--- config.mk ---
export PLATFORM = sky130hd
export DESIGN_NAME = cla_addsub_16bit
export DESIGN_NICKNAME = d
export VERILOG_FILES = /design/src/rtl/alu_pkg.sv /design/src/rtl/cla_4bit.sv /design/src/rtl/cla_addsub_16bit.sv
export SDC_FILE = /design/constraint.sdc
export NUM_CORES = 1
export LEC_CHECK = 0
export CAP_MARGIN = 20
export CORE_ASPECT_RATIO = 0.8
export CORE_UTILIZATION = 46
export DETAILED_ROUTE_END_ITERATION = 10
export PLACE_DENSITY = 0.91
export RECOVER_POWER = 50
export SYNTH_ARGS = -nofsm -noshare
export SYNTH_HDL_FRONTEND = slang
export SYNTH_HIERARCHICAL = 1
export SYNTH_SLANG_ARGS = --single-unit
--- constraint.sdc ---
create_clock -name clk -period 6.5 [get_ports clk]
set_input_delay 1.3 -clock clk [delete_from_list [all_inputs] [get_ports clk]]
set_output_delay 1.3 -clock clk [all_outputs]
set_load 0.1 [all_outputs]
--- src/rtl/alu_pkg.sv ---
// Shared constants for the ALU add/sub datapath.
//   WORD_W  : datapath width
//   GRP_W   : carry-lookahead group width
//   SAT_POS : most positive signed word, used when a sum overflows upward
//   SAT_NEG : most negative signed word, used when a sum overflows downward
package alu_pkg;
    localparam int unsigned WORD_W = 16;
    localparam int unsigned GRP_W  = 4;
    localparam logic [WORD_W-1:0] SAT_POS = 16'h7FFF;
    localparam logic [WORD_W-1:0] SAT_NEG = 16'h8000;
endpackage : alu_pkg

--- src/rtl/cla_4bit.sv ---
// 4-bit carry-lookahead group.
// Ports:
//   a, b (in, 4)  : group operand bits
//   cin  (in, 1)  : carry into bit 0 of the group
//   s    (out, 4) : group sum bits
//   P    (out, 1) : group propagate (carry passes through the whole group)
//   G    (out, 1) : group generate (group creates a carry on its own)
// Internal carries are formed directly from g/p terms, so no bit waits on
// the carry of its neighbour.
module cla_4bit
    import alu_pkg::*;
(
    input  logic [GRP_W-1:0] a,
    input  logic [GRP_W-1:0] b,
    input  logic             cin,
    output logic [GRP_W-1:0] s,
    output logic             P,
    output logic             G
);
    logic [GRP_W-1:0] g_s;
    logic [GRP_W-1:0] p_s;
    logic [GRP_W-1:0] c_s;

    assign g_s = a & b;
    assign p_s = a ^ b;

    // Flat lookahead carries into each bit position of the group.
    assign c_s[0] = cin;
    assign c_s[1] = g_s[0] | (p_s[0] & cin);
    assign c_s[2] = g_s[1] | (p_s[1] & g_s[0]) | (p_s[1] & p_s[0] & cin);
    assign c_s[3] = g_s[2] | (p_s[2] & g_s[1]) | (p_s[2] & p_s[1] & g_s[0])
                  | (p_s[2] & p_s[1] & p_s[0] & cin);

    assign s = p_s ^ c_s;
    assign P = &p_s;
    assign G = g_s[3] | (p_s[3] & g_s[2]) | (p_s[3] & p_s[2] & g_s[1])
             | (p_s[3] & p_s[2] & p_s[1] & g_s[0]);
endmodule : cla_4bit

--- src/rtl/cla_addsub_16bit.sv ---
// 16-bit signed saturating adder/subtractor with registered N/Z/V flags.
// Ports:
//   clk     (in, 1)   : system clock
//   rst_n   (in, 1)   : asynchronous active-low reset, clears the flags
//   a, b    (in, 16)  : signed operands
//   sub     (in, 1)   : 0 = a+b, 1 = a-b
//   flag_en (in, 1)   : capture N/Z/V on the next rising clk edge
//   sum     (out, 16) : saturated result, combinational
//   cout    (out, 1)  : raw carry out of bit 15, combinational (1 = no borrow on sub)
//   N, Z, V (out, 1)  : registered negative / zero / signed-overflow flags
module cla_addsub_16bit
    import alu_pkg::*;
(
    input  logic              clk,
    input  logic              rst_n,
    input  logic [WORD_W-1:0] a,
    input  logic [WORD_W-1:0] b,
    input  logic              sub,
    input  logic              flag_en,
    output logic [WORD_W-1:0] sum,
    output logic              cout,
    output logic              N,
    output logic              Z,
    output logic              V
);
    localparam int unsigned NGRP = WORD_W / GRP_W;

    logic [WORD_W-1:0] bb_s;
    logic [WORD_W-1:0] raw_s;
    logic [NGRP-1:0]   gp_s;
    logic [NGRP-1:0]   gg_s;
    logic [NGRP:0]     gc_s;
    logic              ovf_s;
    logic [WORD_W-1:0] sum_s;
    logic              n_r;
    logic              z_r;
    logic              v_r;

    // Subtraction is a + ~b + 1; the +1 enters as the carry-in.
    assign bb_s = b ^ {WORD_W{sub}};

    // Second-level lookahead: every group carry comes straight from P/G.
    assign gc_s[0] = sub;
    assign gc_s[1] = gg_s[0] | (gp_s[0] & sub);
    assign gc_s[2] = gg_s[1] | (gp_s[1] & gg_s[0]) | (gp_s[1] & gp_s[0] & sub);
    assign gc_s[3] = gg_s[2] | (gp_s[2] & gg_s[1]) | (gp_s[2] & gp_s[1] & gg_s[0])
                   | (gp_s[2] & gp_s[1] & gp_s[0] & sub);
    assign gc_s[4] = gg_s[3] | (gp_s[3] & gg_s[2]) | (gp_s[3] & gp_s[2] & gg_s[1])
                   | (gp_s[3] & gp_s[2] & gp_s[1] & gg_s[0])
                   | (gp_s[3] & gp_s[2] & gp_s[1] & gp_s[0] & sub);

    for (genvar gi = 0; gi < NGRP; gi++) begin : g_grp
        cla_4bit u_grp (
            .a   (a[gi*GRP_W +: GRP_W]),
            .b   (bb_s[gi*GRP_W +: GRP_W]),
            .cin (gc_s[gi]),
            .s   (raw_s[gi*GRP_W +: GRP_W]),
            .P   (gp_s[gi]),
            .G   (gg_s[gi])
        );
    end

    // Same-sign operands giving a result of the other sign means overflow.
    assign ovf_s = (a[WORD_W-1] == bb_s[WORD_W-1]) && (raw_s[WORD_W-1] != a[WORD_W-1]);

    // Saturation mux: clamp toward the sign of operand A on overflow.
    always_comb begin
        sum_s = raw_s;
        if (ovf_s && !a[WORD_W-1]) begin
            sum_s = SAT_POS;
        end else if (ovf_s && a[WORD_W-1]) begin
            sum_s = SAT_NEG;
        end else begin
            sum_s = raw_s;
        end
    end

    // Flag register: capture from the saturated result when enabled, else hold.
    always_ff @(posedge clk or negedge rst_n) begin
        if (!rst_n) begin
            n_r <= 1'b0;
            z_r <= 1'b0;
            v_r <= 1'b0;
        end else if (flag_en) begin
            n_r <= sum_s[WORD_W-1];
            z_r <= (sum_s == {WORD_W{1'b0}});
            v_r <= ovf_s;
        end else begin
            n_r <= n_r;
            z_r <= z_r;
            v_r <= v_r;
        end
    end

    assign sum  = sum_s;
    assign cout = gc_s[NGRP];
    assign N    = n_r;
    assign Z    = z_r;
    assign V    = v_r;
endmodule : cla_addsub_16bit

After elaboration in Yosys (flattened, before gate mapping):

Cells that the tools add are included.

* eq/ne operators: 2
* muxes and demuxes: 2
* bitwise gates (word level): 131
* reductions and logical operators: 9

Operators by type and width (number)
* AND 1 bit: 72
* bitwise OR 1 bit: 46
* 2-to-1 mux 16 bit: 2
* bitwise XOR 4 bit: 8
* AND 4 bit: 4
* zero test 16 bit: 1
* AND reduction 4 bit: 4
* bitwise XOR 16 bit: 1
* logical AND 1 bit: 3
* equality test 1 bit: 1
* zero test 1 bit: 1
* inequality test 1 bit: 1

* word-level logic and storage cells: 147
* output and inout port bits: 20
* register bits after elaboration: 3

Logic depth before layout (Yosys ltp):

Gate-level depths: netlist (run 1).

* word-level depth: 19
* depth in mapped cells: 16

Hierarchy:

Netlist (run 1), hierarchy kept.

By module, submodules not included
* cla_4bit: cells an instance 22, area each 182.7 sq um, instances 4, seq. area each 0.0 sq um
* cla_addsub_16bit: cells an instance 60, area each 548.0 sq um, instances 1, seq. area each 75.1 sq um

Worst setup path before layout (run 1):

OpenSTA, ideal clock, no wires.

* path kind: input-to-output
* start: input sub
* end: output sum[10]
* cell stages on the path: 16
* slack: 0.676 ns
* arrival time: 4.524 ns
* path through: buf_6 > buf_2 > xor2_1 > ha_1 > a21oi_1 > nand2_1 > a21o_1 > a21o_1 > a21o_1 > nand4_1 > nand3_1 > xor2_1 > nand2b_1 > nor2_1 > buf_4 > a21o_1

RTL lines
* start: declaration: RTL line cla_addsub_16bit.sv:18 `input logic sub,`
* bitwise XOR 16 bit (*): RTL line cla_addsub_16bit.sv:40 `assign bb_s = b ^ {WORD_W{sub}};`
* net bb_s[6]: RTL line cla_addsub_16bit.sv:28 `logic [WORD_W-1:0] bb_s;`
* AND 4 bit / bitwise XOR 4 bit (equally long branches): RTL line cla_4bit.sv:24, cla_4bit.sv:25
* AND 1 bit, on equally long branches: RTL line cla_4bit.sv:36, cla_4bit.sv:37
* bitwise OR 1 bit (tied with other cells): RTL line cla_4bit.sv:36 `assign G = g_s[3] | (p_s[3] & g_s[2]) | (p_s[3] & p_s[2] & g_s[1])`
* bitwise OR 1 bit / AND 1 bit (equally long branches): RTL line cla_4bit.sv:36, cla_4bit.sv:37
* bitwise OR 1 bit (*): RTL line cla_4bit.sv:37 `| (p_s[3] & p_s[2] & p_s[1] & g_s[0]);`
* net gg_s[1]: RTL line cla_addsub_16bit.sv:31 `logic [NGRP-1:0] gg_s;`
* bitwise OR 1 bit (*) (2 in series): RTL line cla_addsub_16bit.sv:45 `assign gc_s[2] = gg_s[1] | (gp_s[1] & gg_s[0]) | (gp_s[1] & gp_s[0] & sub);`
* net gc_s[2]: RTL line cla_addsub_16bit.sv:32 `logic [NGRP:0] gc_s;`
* AND 1 bit (*): RTL line cla_4bit.sv:30 `assign c_s[2] = g_s[1] | (p_s[1] & g_s[0]) | (p_s[1] & p_s[0] & cin);`
* bitwise OR 1 bit (*): RTL line cla_4bit.sv:30
* bitwise XOR 4 bit (*): RTL line cla_4bit.sv:34 `assign s = p_s ^ c_s;`
* 2-to-1 mux 16 bit (*): RTL line cla_addsub_16bit.sv:71 `end else if (ovf_s && a[WORD_W-1]) begin`
* 2-to-1 mux 16 bit (*): RTL line cla_addsub_16bit.sv:69 `if (ovf_s && !a[WORD_W-1]) begin`
* end: declaration: RTL line cla_addsub_16bit.sv:20 `output logic [WORD_W-1:0] sum,`

The timed path passes the listed nets; every way through them passes the cells marked *.

Final worst setup path (run 1):

* start: input sub
* end: output sum[8]

RTL lines
* bitwise XOR 16 bit: RTL line cla_addsub_16bit.sv:40
* net bb_s[0]: RTL line cla_addsub_16bit.sv:28
* bitwise XOR 4 bit: RTL line cla_4bit.sv:25 `assign p_s = a ^ b;`
* AND reduction 4 bit: RTL line cla_4bit.sv:35 `assign P = &p_s;`
* net gp_s[0]: RTL line cla_addsub_16bit.sv:30 `logic [NGRP-1:0] gp_s;`
* AND 1 bit (2 in series): RTL line cla_addsub_16bit.sv:45
* bitwise OR 1 bit: RTL line cla_addsub_16bit.sv:45
* net gc_s[2]: RTL line cla_addsub_16bit.sv:32
* bitwise XOR 4 bit: RTL line cla_4bit.sv:34
* 2-to-1 mux 16 bit: RTL line cla_addsub_16bit.sv:71
* 2-to-1 mux 16 bit: RTL line cla_addsub_16bit.sv:69

The timed path passes the listed nets, and every way through them passes these cells.

==> reports/metrics.csv, run 1 <==
metric,value,unit
multiplexer share of the synthesized area,0.881,%
DR WL/cell,13.4,µm
total of max-cap violations,0,
hold depth,1,
total number of vias,1286,
IO buf count,55,
final RePlAce weighted congestion,0.851,
Seq cells post-synth,3,
Die X,60.9,µm
CTS tree,done,
flop2flop setup slack,5.77,ns
pins over their slew limit,0,
"Hold Vio Cnt, Final",0,
status,"finished, final reports clean",
adder-cell share of the synthesized area,26.7,%
"Avg Cell Area, Syn",8.64,µm²
Mapped Cells,148,
Final setup viols,0,
DRC viols,0,
R2R cell count,1,
"EDFF count, synth",0,
"Net Count, Synth",208,
Routed Antenna Nets,0,
"Primary FF master, synth",dfrtp_1,
fin nets,267,
final setup TNS,0,ns
number of global-route vias before repair,1239,
Required @ worst endpoint,5.20,ns
post-CTS setup repair buffer count,0,
Root Buffer,clkbuf_4,
n_diodes,0,
placed wire-length estimate,2810,µm
Die H,49.2,µm
Starting DRT DRC Count,27,
Max Root-Sink Buffers,2,
measured slew at the worst slew-check pin,1.16,ns
synth unique cells,31,
placed cell area,2020,µm²
worst IR drop on VDD,0.317,mV
RR Startpoint,N,
IO Pins,56,
Synth Area in Compound Gates,22.0,%
core footprint,2540,µm²
Syn Std Cell Area,1280,µm²
gr ovfl total,0,
PwrDens,366,nW/µm²
drt pass-1 iters,4,
die area,3000,µm²
initial antenna violation count,0,
f_max,160,MHz
Static Leak,0.00105,µW
Inserted Clock Buffers,3,
Yosys warnings,6,
GRT Total Usage,22.9,%
crit path capture type,output port,
initial core utilization,50.3,%
Hold EP,N,
post-layout min period,6.24,ns
final wirelength,3250,µm
global-route wire length before repair,5220,µm
Final Cycle Share,96.0,%
slew margin rel.,22.7,%
DR vias/cell,5.31,
reg2reg end,N,
sequential element share of the synthesized area,5.87,%
worst min path class,register to register,
layout cells sized above 1,17.0,%
RSZ-0062 raised after global routing,no,
Row Count,16,
largest net degree at the start of global routing,17,
Layout Skew,0,ns
combinational family with the most area after synthesis,adder cells,
WP data arrival,4.94,ns
Worst-Skew Late Latency,0.25,ns
H-tree level count,1,
Finished Cell Area,2040,µm²
CP Class,primary input to output port,
CTS resizes,0,
hold wc startpoint,N,
kind of start point of the critical path,primary input,
Async SR Flop Fraction,100,%
Post-CTS Hold Buffers,0,
post-synthesis simple-gate area fraction,16.1,%
TritonCTS Sinks,3,
worst-path fanout max,14,
post-synthesis xor/xnor area fraction,20.6,%
"CTS clk-pin slew, worst paths",0.04,ns
Layout area overhead,59.6,%
worst max path at each step:
stage,from,end,slack (ns)
6_report,sub,sum[8],0.26
3_3_place_gp,sub,sum[8],0.54
4_1_cts,sub,sum[8],0.26
2_1_floorplan,sub,sum[10],0.68
5_1_grt,sub,sum[8],0.04
3_5_place_dp,sub,sum[8],0.29
Yosys cell counts (2+ instances only):
| cell type | count | share of area [%] |
|---|---|---|
| a21o_1 | 25 | 15 |
| a21oi_1 | 4 | 1.6 |
| a21oi_2 | 4 | 2.7 |
| and2_1 | 2 | 0.98 |
| and4_2 | 4 | 3.1 |
| buf_6 | 2 | 1.8 |
| dfrtp_1 | 3 | 5.9 |
| fa_1 | 4 | 6.3 |
| ha_1 | 20 | 20 |
| inv_1 | 17 | 5.0 |
| nand2_1 | 4 | 1.2 |
| nand3_1 | 8 | 3.1 |
| nand4_1 | 5 | 2.4 |
| nor2_1 | 2 | 0.59 |
| nor4_1 | 3 | 1.5 |
| xnor2_1 | 8 | 5.5 |
| xor2_1 | 19 | 13 |
routing by layer:
metal / routed length [µm] / global-route usage (%) / up-vias
li1: - / - / 637
met1: 1440 / 27.2 / 593
met2: 1630 / 41.0 / 49
met3: 117 / 1.59 / 7
met4: 65 / 9.85 / 0
met5: 0 / 0 / -
area by class of cell:
cell class | instances | area [µm²]
inverter | 17 | 63.8
tap | 36 | 45.0
fill | 157 | 502
clock buffer | 4 | 26.3
timing repair buffer | 58 | 727
multi-input combinational | 124 | 1100
sequential | 3 | 75.1
cells in the final DEF (no fill, tap or decap), types with 4 or more instances in the layout:
| master | netlist | routed |
|---|---|---|
| a21oi_1 | 4 | 4 |
| and4_2 | 4 | 4 |
| buf_12 | 0 | 16 |
| nand4_1 | 5 | 5 |
| inv_1 | 17 | 17 |
| nand3_1 | 8 | 8 |
| xnor2_1 | 8 | 8 |
| clkdlybuf4s50_1 | 0 | 34 |
| a21o_1 | 25 | 25 |
| ha_1 | 20 | 20 |
| a21oi_2 | 4 | 4 |
| dlygate4sd3_1 | 0 | 4 |
| xor2_1 | 19 | 19 |
| nand2_1 | 4 | 4 |
| fa_1 | 4 | 4 |
worst max-delay path, cell delays in order:
cell	delay (ns)
clkdlybuf4s50_1	0.55
buf_4	0.25
xor2_1	0.30
ha_1	0.32
and4_2	0.19
a21o_1	0.22
a21o_1	0.25
a21o_1	0.22
nand4_1	0.09
nand3_1	0.09
xor2_1	0.30
nand2b_1	0.14
nor2_1	0.12
buf_4	0.21
o21a_1	0.19
buf_12	0.19
sequential cells by signal, indices dropped and copies added, names as in the netlist:
signal	count
V	1
N	1
Z	1
kinds of logic (layout without fill, tap and decap cells):
group | Yosys count | count (layout)
xor gates and xnor gates | 28 | 28
muxes | 1 | 1
and+or+nand+nor | 32 | 32
DFF | 3 | 3
AOI/OAI and AO/OA | 38 | 38
adders and majority gates | 25 | 25
buffers and inverters | 21 | 79
power by group:
group          switching, µW  leakage [µW]  internal (µW)  total (µW)
clock network           11.8     0.0000150           23.1        35.0
registers               1.27     0.0000376           21.7        23.0
logic                    443      0.000993            245         688
total                    456       0.00105            290         746
stage by stage:
stage	hold slack, ns	power [µW]	setup slack [ns]	utilization (%)	std cells
floorplan	0.975	482	0.676	-	148
global placement	0.491	705	0.543	79.4	238
detailed placement	0.496	714	0.291	79.4	238
CTS	0.506	753	0.264	80.5	242
global route	0.516	777	0.0444	80.3	242
finish	0.495	746	0.259	80.3	242
Note: power is estimated with default switching activity, not from simulation.
==> run 2: changes to the inputs <==
- CORE_UTILIZATION: 46 -> 43
- PLACE_DENSITY: 0.91 -> 0.86
- clock period: 6.5 -> 6.9 ns (I/O delays scaled with it)
==> reports/metrics.csv, run 2 (synthesized netlist as in run 1, its figures left out) <==
metric,value,unit
Net Sw Frac,59.9,%
PwrDens,352,nW/µm²
Flop pwr share,3.0,%
worst min path class,register to register,
Final setup viols,0,
DR vias/cell,5.41,
GRT met1 Usage,25.2,%
initial core utilization,45.9,%
number of global-route vias before repair,1364,
CP max-delay cell,dlygate4sd3_1,
largest net degree at the start of global routing,17,
WP data arrival,5.04,ns
fin nets,267,
pins over their slew limit,0,
GR Util met2,44.8,%
Starting DRT DRC Count,29,
worst path bufs/invs,3,
f_max,156,MHz
critical path's most frequent cell,a21o_1,
Inserted Clock Buffers,3,
Critical Path End,sum[8],
hold depth,1,
placed wire-length estimate,2820,µm
die area,3200,µm²
core footprint,2790,µm²
Pwr Total,726,µW
total of max-cap violations,0,
TritonCTS Sinks,3,
Final Cycle Share,93.0,%
gr busiest metal,met2,
Max Root-Sink Buffers,2,
internal power,291,µW
Die X,63.0,µm
RR Startpoint,N,
IO buf count,55,
Static Leak,0.00105,µW
DRC viols,0,
met3 GRT Util,3.64,%
Critical Path Stages,17,
Required @ worst endpoint,5.52,ns
Routed Antenna Nets,0,
Worst-Skew Late Latency,0.22,ns
R2R cell count,1,
CP top delay family,compound AO/OA/AOI/OAI gates,
"commonest non-fill, non-tap cell in the layout",clkdlybuf4s50_1,
layout cells sized above 1,17.0,%
RSZ-0062 raised after global routing,no,
Die H,50.8,µm
total number of vias,1319,
switching power,435,µW
measured slew at the worst slew-check pin,1.16,ns
Comb pwr share,89.8,%
Critical Path Max Stage Delay,0.64,ns
CTS tree,done,
IO Pins,56,
worst-path fanout max,14,
reg2reg end,N,
"CTS clk-pin slew, worst paths",0.03,ns
Layout Skew,0,ns
crit path capture type,output port,
crit-path cells,dlygate4sd3_1 > xor2_1 > ha_1 > a21oi_1 > nand2_1 > a21o_1 > a21o_1 > a21o_1 > a21o_1 > nand4_1 > nand3_1 > xor2_1 > nand2b_1 > nor2_1 > buf_4 > o21a_1 > buf_12,
n_diodes,0,
Post-CTS Hold Buffers,0,
Layout area overhead,61.3,%
H-tree level count,1,
kind of start point of the critical path,primary input,
CTS resizes,0,
final RePlAce weighted congestion,0.811,
final setup TNS,0,ns
gr ovfl total,0,
"commonest non-fill, non-tap cells in the layout","clkdlybuf4s50_1 (33), a21o_1 (25), ha_1 (20), xor2_1 (19), inv_1 (17)",
post-CTS setup repair buffer count,0,
post-layout min period,6.42,ns
worst IR drop on VDD,0.278,mV
status,"finished, final reports clean",
Filler Cells Inserted,204,
GRT Total Usage,22.7,%
final wirelength,3460,µm
DR WL/cell,14.2,µm
drt pass-1 iters,4,
global-route wire length before repair,5840,µm
"Hold Vio Cnt, Final",0,
flop2flop setup slack,6.16,ns
Critical Path Source,sub,
Row Count,17,
initial antenna violation count,0,
Root Buffer,clkbuf_8,
slew margin rel.,23.1,%
clock power share,7.2,%
CP Class,primary input to output port,
[run 2: final cells by class]
type	count	area [µm²]	area share [%]
clock buffer	4	45.0	2.18
inverter	17	63.8	3.09
multi-input combinational	124	1100	53.5
sequential	3	75.1	3.64
tap	38	47.5	2.31
timing repair buffer	58	727	35.3
[run 2: metrics by stage]
stage               instance area, µm²  setup WS [ns]  hold slack (ns)  utilization (%)  std cells
floorplan                         1280          0.916            0.975                -        148
global route                      2060          0.195            0.529             74.0        244
CTS                               2070          0.552            0.517             74.2        244
detailed placement                2020          0.622            0.511             72.6        240
finish                            2060          0.483            0.511             74.0        244
global placement                  2020          0.784            0.495             72.6        240
[run 2: power by group through the flow]
stage	registers [µW]	logic [µW]	clock network [µW]
after detailed placement	22.2	650	0
after global placement	22.0	643	0
after CTS	22.0	654	52.0
final	21.8	651	52.5
after global routing	22.1	675	55.0
after floorplan	42.5	411	0
[run 2: worst min path at each step]
stage / start / end / slack, ns
2_1_floorplan: Z / Z / 0.97
3_3_place_gp: N / N / 0.49
3_5_place_dp: N / N / 0.51
4_1_cts: N / N / 0.52
5_1_grt: N / N / 0.53
6_report: N / N / 0.51
[run 2: per-layer routing]
metal / share of wire, % / up-vias
li1: - / 639
met1: 41 / 635
met2: 54 / 43
met4: 0.40 / 0
met3: 4.9 / 2
met5: 0 / -
==> run 3: changes to the inputs <==
- CORE_UTILIZATION: 43 -> 40
- DONT_BUFFER_PORTS: default -> 1
- PLACE_DENSITY: 0.86 -> 0.58
==> reports/metrics.csv, run 3 (synthesized netlist as in run 1, its figures left out) <==
metric,value,unit
status,"finished, final reports clean",
Final Cycle Share,89.8,%
total of max-cap violations,0,
Critical Path Source,sub,
Layout area overhead,13.5,%
f_max,161,MHz
measured slew at the worst slew-check pin,1.16,ns
TritonCTS Sinks,3,
Inserted Clock Buffers,3,
global-route wire length before repair,4670,µm
"commonest non-fill, non-tap cells in the layout","a21o_1 (25), ha_1 (20), xor2_1 (19), inv_1 (17), buf_4 (15)",
WP data arrival,4.81,ns
GRT Total Usage,17.7,%
internal power,178,µW
final wirelength,2750,µm
"commonest non-fill, non-tap cell in the layout",a21o_1,
initial core utilization,44.2,%
Worst-Skew Late Latency,0.22,ns
Row Count,17,
IO Pins,56,
number of global-route vias before repair,1091,
Routed Antenna Nets,0,
initial antenna violation count,0,
clock power share,9.1,%
gr ovfl total,0,
layout cells sized above 1,18.3,%
Final setup viols,0,
worst min path class,primary input to async pin,
kind of start point of the critical path,primary input,
placed wire-length estimate,2290,µm
DRC viols,0,
RR Startpoint,Z,
largest net degree at the start of global routing,21,
fin nets,225,
die area,3430,µm²
CP max-delay cell,clkbuf_1,
Comb pwr share,83.5,%
Die H,52.6,µm
PwrDens,396,nW/µm²
Static Leak,0.000807,µW
worst IR drop on VDD,0.194,mV
post-layout min period,6.19,ns
DR WL/cell,13.6,µm
DR vias/cell,5.30,
Max Root-Sink Buffers,2,
crit-path cells,xor2_1 > ha_1 > a21oi_1 > nand2_1 > a21o_1 > a21o_1 > a21o_1 > a21o_1 > nand4_1 > nand3_1 > xor2_1 > nand2b_1 > o21bai_1 > and2_1 > clkbuf_1,
worst-path fanout max,20,
final RePlAce weighted congestion,0.812,
post-CTS setup repair buffer count,0,
Post-CTS Hold Buffers,0,
CP Class,primary input to output port,
CTS resizes,0,
crit path capture type,output port,
core footprint,2890,µm²
final setup TNS,0,ns
n_diodes,0,
CTS tree,done,
Root Buffer,clkbuf_8,
Required @ worst endpoint,5.52,ns
critical path's most frequent cell,a21o_1,
drt pass-1 iters,4,
"CTS clk-pin slew, worst paths",0.03,ns
Critical Path Max Stage Delay,0.86,ns
"Hold Vio Cnt, Final",0,
H-tree level count,1,
switching power,397,µW
Layout Skew,0,ns
Die X,65.2,µm
Net Sw Frac,69.0,%
Starting DRT DRC Count,25,
RSZ-0062 raised after global routing,no,
slew margin rel.,22.7,%
placed insts,198,
Post-Layout Cell Count,202,
Filler Cells Inserted,298,
IO buf count,0,
total number of vias,1070,
pins over their slew limit,0,
Flop pwr share,7.4,%
-- run 3: final cells by class --
| cell class | instances | area [µm²] | share of cell area (%) |
|---|---|---|---|
| multi-input combinational | 124 | 1100 | 76.0 |
| tap | 38 | 47.5 | 3.28 |
| inverter | 17 | 63.8 | 4.40 |
| timing repair buffer | 16 | 116 | 8.02 |
| sequential | 3 | 75.1 | 5.17 |
| clock buffer | 4 | 45.0 | 3.10 |
-- run 3: power by group through the flow --
stage | Sequential (µW) | Clock (µW) | Combinational (µW)
4_1_cts | 42.7 | 54.1 | 485
5_1_grt | 43.3 | 56.1 | 506
6_report | 42.6 | 52.2 | 480
3_3_place_gp | 42.8 | 0 | 482
2_1_floorplan | 42.5 | 0 | 411
3_5_place_dp | 42.9 | 0 | 484
-- run 3: worst paths after layout --
kind | to | slack [ns] | depth (start not counted)
min in group clk | V | 1.03 | 2
hold / removal | N | 0.85 | 0
max in group asynchronous | V | 5.97 | 0
setup reg to reg | Z | 5.60 | 2
hold reg to reg | V | 1.03 | 2
setup / recovery | sum[14] | 0.71 | 15
-- run 3: per-layer routing --
metal / track usage (%) / part of all wire [%] / vias to the layer above
met5: 0 / 0 / -
li1: - / - / 554
met2: 30.4 / 47 / 36
met3: 2.17 / 6.6 / 5
met4: 7.97 / 1.5 / 0
met1: 22.3 / 45 / 475
-- run 3: metrics by stage --
step | setup WS [ns] | total power [µW] | instance area, µm² | util [%] | hold slack, ns
final | 0.705 | 575 | 1450 | 50.2 | 0.854
after global routing | 0.475 | 605 | 1450 | 50.2 | 0.845
after CTS | 1.16 | 582 | 1460 | 50.3 | 0.846
after floorplan | 0.916 | 454 | 1280 | - | 0.975
after detailed placement | 1.18 | 527 | 1410 | 48.8 | 1.02
after global placement | 1.33 | 524 | 1410 | 48.8 | 1.01
-- run 3: worst max-delay path: cells and delay by family --
kind / cells / cell delay (ns)
buffers and inverters: 1 / 0.86
adder cells (fa/ha/maj): 1 / 0.34
AND/OR/NAND/NOR: 5 / 0.54
XOR/XNOR: 2 / 0.47
AO/OA/AOI/OAI: 6 / 1.23
